### config.mk
export PLATFORM = sky130hd
export DESIGN_NAME = chunked_zero_detect_ctrl
export DESIGN_NICKNAME = d
export VERILOG_FILES = /design/src/rtl/chunked_zero_detect_ctrl.sv
export SDC_FILE = /design/constraint.sdc
export NUM_CORES = 1
export LEC_CHECK = 0
export ABC_CLOCK_PERIOD_IN_PS = 2100
export CORE_MARGIN = 3
export CORE_UTILIZATION = 42
export CTS_CLUSTER_SIZE = 8
export DETAILED_ROUTE_END_ITERATION = 7
export HOLD_SLACK_MARGIN = 0.06
export PLACE_DENSITY_LB_ADDON = 0.2
export SLEW_MARGIN = 20
export SYNTH_ARGS = -nofsm -noshare
export SYNTH_HDL_FRONTEND = slang
export SYNTH_SLANG_ARGS = --single-unit
### constraint.sdc
create_clock -name clk -period 2.1 [get_ports clk]
set_clock_uncertainty 0.05 [all_clocks]
set_input_delay 0.42 -clock clk [delete_from_list [all_inputs] [get_ports clk]]
set_output_delay 0.42 -clock clk [all_outputs]
set_load 0.05 [all_outputs]
### src/rtl/chunked_zero_detect_ctrl.sv
// chunked_zero_detect_ctrl
//   Decides whether a nbits*nchunks-bit vector is all-zero by running one
//   nbits-wide NOR reduction over the captured vector, one chunk per cycle,
//   and reports the index of the lowest nonzero chunk.
// Ports:
//   clk, reset      clock, asynchronous active-high reset
//   in_val/in_rdy   request handshake; in_ is the vector to test
//   out_val/out_rdy result handshake; out_zero/out_idx are the result
//   busy            high while a request is being scanned or held in DONE
module chunked_zero_detect_ctrl #(
  parameter int unsigned nbits   = 8,
  parameter int unsigned nchunks = 4,
  localparam int unsigned IW     = (nchunks > 1) ? $clog2(nchunks) : 1,
  localparam int unsigned VW     = nbits * nchunks
) (
  input  logic          clk,
  input  logic          reset,
  input  logic          in_val,
  output logic          in_rdy,
  input  logic [VW-1:0] in_,
  output logic          out_val,
  input  logic          out_rdy,
  output logic          out_zero,
  output logic [IW-1:0] out_idx,
  output logic          busy
);

  typedef enum logic [1:0] {
    S_IDLE = 2'd0,
    S_SCAN = 2'd1,
    S_DONE = 2'd2
  } state_e;

  localparam logic [IW-1:0] LAST_IDX = IW'(nchunks - 1);

  state_e          state_q, state_d;
  logic [IW-1:0]   cnt_q, cnt_d;
  logic [VW-1:0]   vec_q, vec_d;
  logic            zero_q, zero_d;
  logic [IW-1:0]   idx_q, idx_d;
  logic            chunk_nz_c;

  // Shared reduction unit: OR of the chunk selected by cnt (NOR = ~chunk_nz_c)
  always_comb begin
    chunk_nz_c = 1'b0;
    for (int k = 0; k < int'(nchunks); k++) begin
      if (cnt_q == IW'(k)) chunk_nz_c = |vec_q[k*nbits +: nbits];
    end
  end

  // Next-state and result computation
  always_comb begin
    state_d = state_q;
    cnt_d   = cnt_q;
    vec_d   = vec_q;
    zero_d  = zero_q;
    idx_d   = idx_q;
    case (state_q)
      S_IDLE: begin
        if (in_val && in_rdy) begin
          vec_d   = in_;
          cnt_d   = '0;
          state_d = S_SCAN;
        end
      end
      S_SCAN: begin
        if (chunk_nz_c) begin
          // Early exit on the lowest nonzero chunk
          zero_d  = 1'b0;
          idx_d   = cnt_q;
          state_d = S_DONE;
        end else if (cnt_q == LAST_IDX) begin
          zero_d  = 1'b1;
          idx_d   = '0;
          state_d = S_DONE;
        end else begin
          cnt_d = cnt_q + IW'(1);
        end
      end
      S_DONE: begin
        if (out_rdy) state_d = S_IDLE;
      end
      default: state_d = S_IDLE;
    endcase
  end

  // State and datapath registers
  always_ff @(posedge clk or posedge reset) begin
    if (reset) begin
      state_q <= S_IDLE;
      cnt_q   <= '0;
      vec_q   <= '0;
      zero_q  <= 1'b0;
      idx_q   <= '0;
    end else begin
      state_q <= state_d;
      cnt_q   <= cnt_d;
      vec_q   <= vec_d;
      zero_q  <= zero_d;
      idx_q   <= idx_d;
    end
  end

  // in_rdy is gated by reset so the producer sees no acceptance during reset
  assign in_rdy   = (state_q == S_IDLE) && !reset;
  assign out_val  = (state_q == S_DONE);
  assign busy     = (state_q != S_IDLE);
  assign out_zero = zero_q;
  assign out_idx  = idx_q;

endmodule

==> results.toml, run 1 <==
[power_and_ir_drop]
p_int_mw = 1.90
switching_power_uw = 976
ir_drop_mv = 0.551
swShare = 0.340
p_leak_nw = 0.951
p_per_area_nw_per_um2 = 1260
comb_power_share = 0.367
seqPwrFrac = 0.463
power_frac_clock = 0.170

[routing]
ant_nets = 0
route.detailed.drc = 0
vias = 1102
initialDrtViolationCount = 41
dr.pass1.iters = 4
wl_per_cell_um = 14.2
wirelength_mm = 3.12
via_per_inst = 5.03

[finish]
final_common_cell = "dfrtp_1"
final_nets = 210
n_antenna_cell = 0
final_area_um2 = 2270
area_growth_pct = 33.6
drive_above_1_share = 0.281
final_cell_mix = "dfrtp_1, clkdlybuf4s50_1, mux2_2"

[sta]
setup_tns_ps = 0
max_clock_freq_ghz = 0.515
drv_slew = 0
post-route-period-util = 0.924
max_slew_margin = 0.671
period_needed_ps = 1940
rsz0062_at_grt = "no"
worst_pin_slew_ps = 491
hold_violations = 0
setup_violations = 0

[clocking]
cts_root_buf = "clkbuf_8"
cts_tree = "built"
htreeDepth = 2
cts.sinks = 39
path_clk_slew_ps = 70
postCtsSetupRepairBufs = 0
numCtsBuffers = 5
cts.path.max_buffers = 2
clk_latency_ps = 290
cts-resized-gates = 0
cts_hold_buf = 0

[die]
start_util = 0.451
io_pins = 42
core_um2 = 3770
die_height_um = 69.6
dieArea_um2 = 4850
rows = 22
fp.dieW_um = 69.6

[setup_path]
worstReg2RegStart = "cnt_q[0]"
worstSetupPathType = "flop to flop"
r2r_setup_slack_ps = 160
r2r_end = "cnt_q[1]"
cp-end-kind = "flop"
rr_worst_depth = 5
critPathArrivalTime_ps = 2060
critPathLaunchType = "flop"
cp.required_ps = 2220
crit_fanout = 6

[global_route]
grt_pass1_wl_mm = 5.58
grt_pass1_vias = 1197
grt_max_degree = 40
grt_usage = 0.147
grt_antenna_before_repair = 0
gr-total-overflow = 0

[worst_hold_path]
hold_path_depth = 1
holdCritPathClass = "flop to flop"
hold_start = "vec_q[26]"
hold_end = "vec_q[26]"

[place]
place_area_um2 = 2190
portBuffers = 41
gp_congestion = 0.697
dp_hpwl_mm = 2.34

[logic_synthesis]
syn_nets = 162
yosys_warnings = 0
synth-seq-cells = 39
ys_types = 26
seq_area_frac_synth = 0.574
synth_area_um2 = 1700
syn_area_per_cell_um2 = 13.9
synth_cells = 122

[run]
max_cap_viol_count = 0

[status]
status = "finished clean"
[stage by stage]
step,worst slack (ps),util,hold slack (ps),power [mW],instances
2_1_floorplan,31.8,-,347,2.09,122
3_3_place_gp,175,0.580,420,2.35,211
3_5_place_dp,144,0.580,434,2.42,211
4_1_cts,126,0.603,452,2.91,219
5_1_grt,10.9,0.603,481,3.08,219
6_report,159,0.603,448,2.87,219
[sequential cells by signal, indices dropped and copies added, names as in the netlist]
name	cells
cnt_q	2
out_idx	2
out_zero	1
state_q	2
vec_q	32
[how the worst max path moves through the flow]
stage | from | end | cells after the start
global placement | cnt_q[0] | cnt_q[1] | 5
floorplan | state_q[1] | in_rdy | 2
detailed placement | reset | vec_q[20] | 6
finish | cnt_q[0] | cnt_q[1] | 5
global route | cnt_q[1] | cnt_q[1] | 5
CTS | cnt_q[0] | cnt_q[1] | 5
[Yosys cell counts]
cell,n,share of area
mux2i_1,3,0.018
dfrtp_1,39,0.57
nor3_1,2,0.0059
a211o_1,2,0.010
a311oi_4,1,0.015
or2_1,1,0.0037
mux2_1,4,0.026
nor4_2,2,0.015
o21ai_4,1,0.0096
nor2_1,3,0.0066
nand3_1,1,0.0029
nand4b_1,1,0.0052
or3_1,1,0.0037
a21oi_1,1,0.0029
nand2b_1,1,0.0037
mux2_2,29,0.19
nand2_1,4,0.0088
nor2_2,1,0.0037
nor4b_1,1,0.0052
buf_2,3,0.0088
nor4_1,3,0.011
inv_1,9,0.020
a21boi_1,1,0.0044
o21ai_1,3,0.0088
o31a_1,1,0.0052
ha_1,4,0.029
[cell type report]
| cell class | count | area [µm²] |
|---|---|---|
| inverters | 9 | 37.5 |
| fillers | 303 | 1500 |
| repair buffers | 44 | 438 |
| well taps | 48 | 60.1 |
| multi-input cells | 71 | 676 |
| flip-flops and latches | 39 | 976 |
| clock inverters | 2 | 12.5 |
| clock buffers | 6 | 72.6 |
[power by group through the flow]
stage / sequential (mW) / clock, mW / combinational, mW
after CTS: 1.34 / 0.501 / 1.07
after global placement: 1.33 / 0 / 1.03
final: 1.33 / 0.488 / 1.05
after floorplan: 1.34 / 0 / 0.749
after global routing: 1.39 / 0.541 / 1.15
after detailed placement: 1.35 / 0 / 1.07
[critical path, cell delays in order, from the launching register on]
cell      delay (ps)
dfrtp_1          430
ha_1             290
nor4b_1          250
nand3_1          280
a311oi_4         420
o21ai_1          110
[cells by family (layout without fill, tap and decap cells)]
kind of cell,after synthesis,after routing,share of synthesized area
AO/OA/AOI/OAI,10,10,0.0567
AND/OR/NAND/NOR,21,21,0.0751
adder cells (fa/ha/maj),4,4,0.0294
buffers and inverters,12,61,0.0287
multiplexers,36,36,0.236
flip-flops,39,39,0.574
[layer usage]
layer / track usage / part of all wire / wire, µm
met5: 0 / 0 / 0
met4: 0.0766 / 0.023 / 71
met3: 0.0449 / 0.050 / 155
met2: 0.233 / 0.51 / 1590
met1: 0.180 / 0.42 / 1310
Note: power is estimated with default switching activity, not from simulation.
==> inputs of run 2 (changes only) <==
- CTS_CLUSTER_SIZE: 8 -> not set
==> results of run 2 <==
Same layout as run 1: the final DEF is identical, and so are final timing and power.
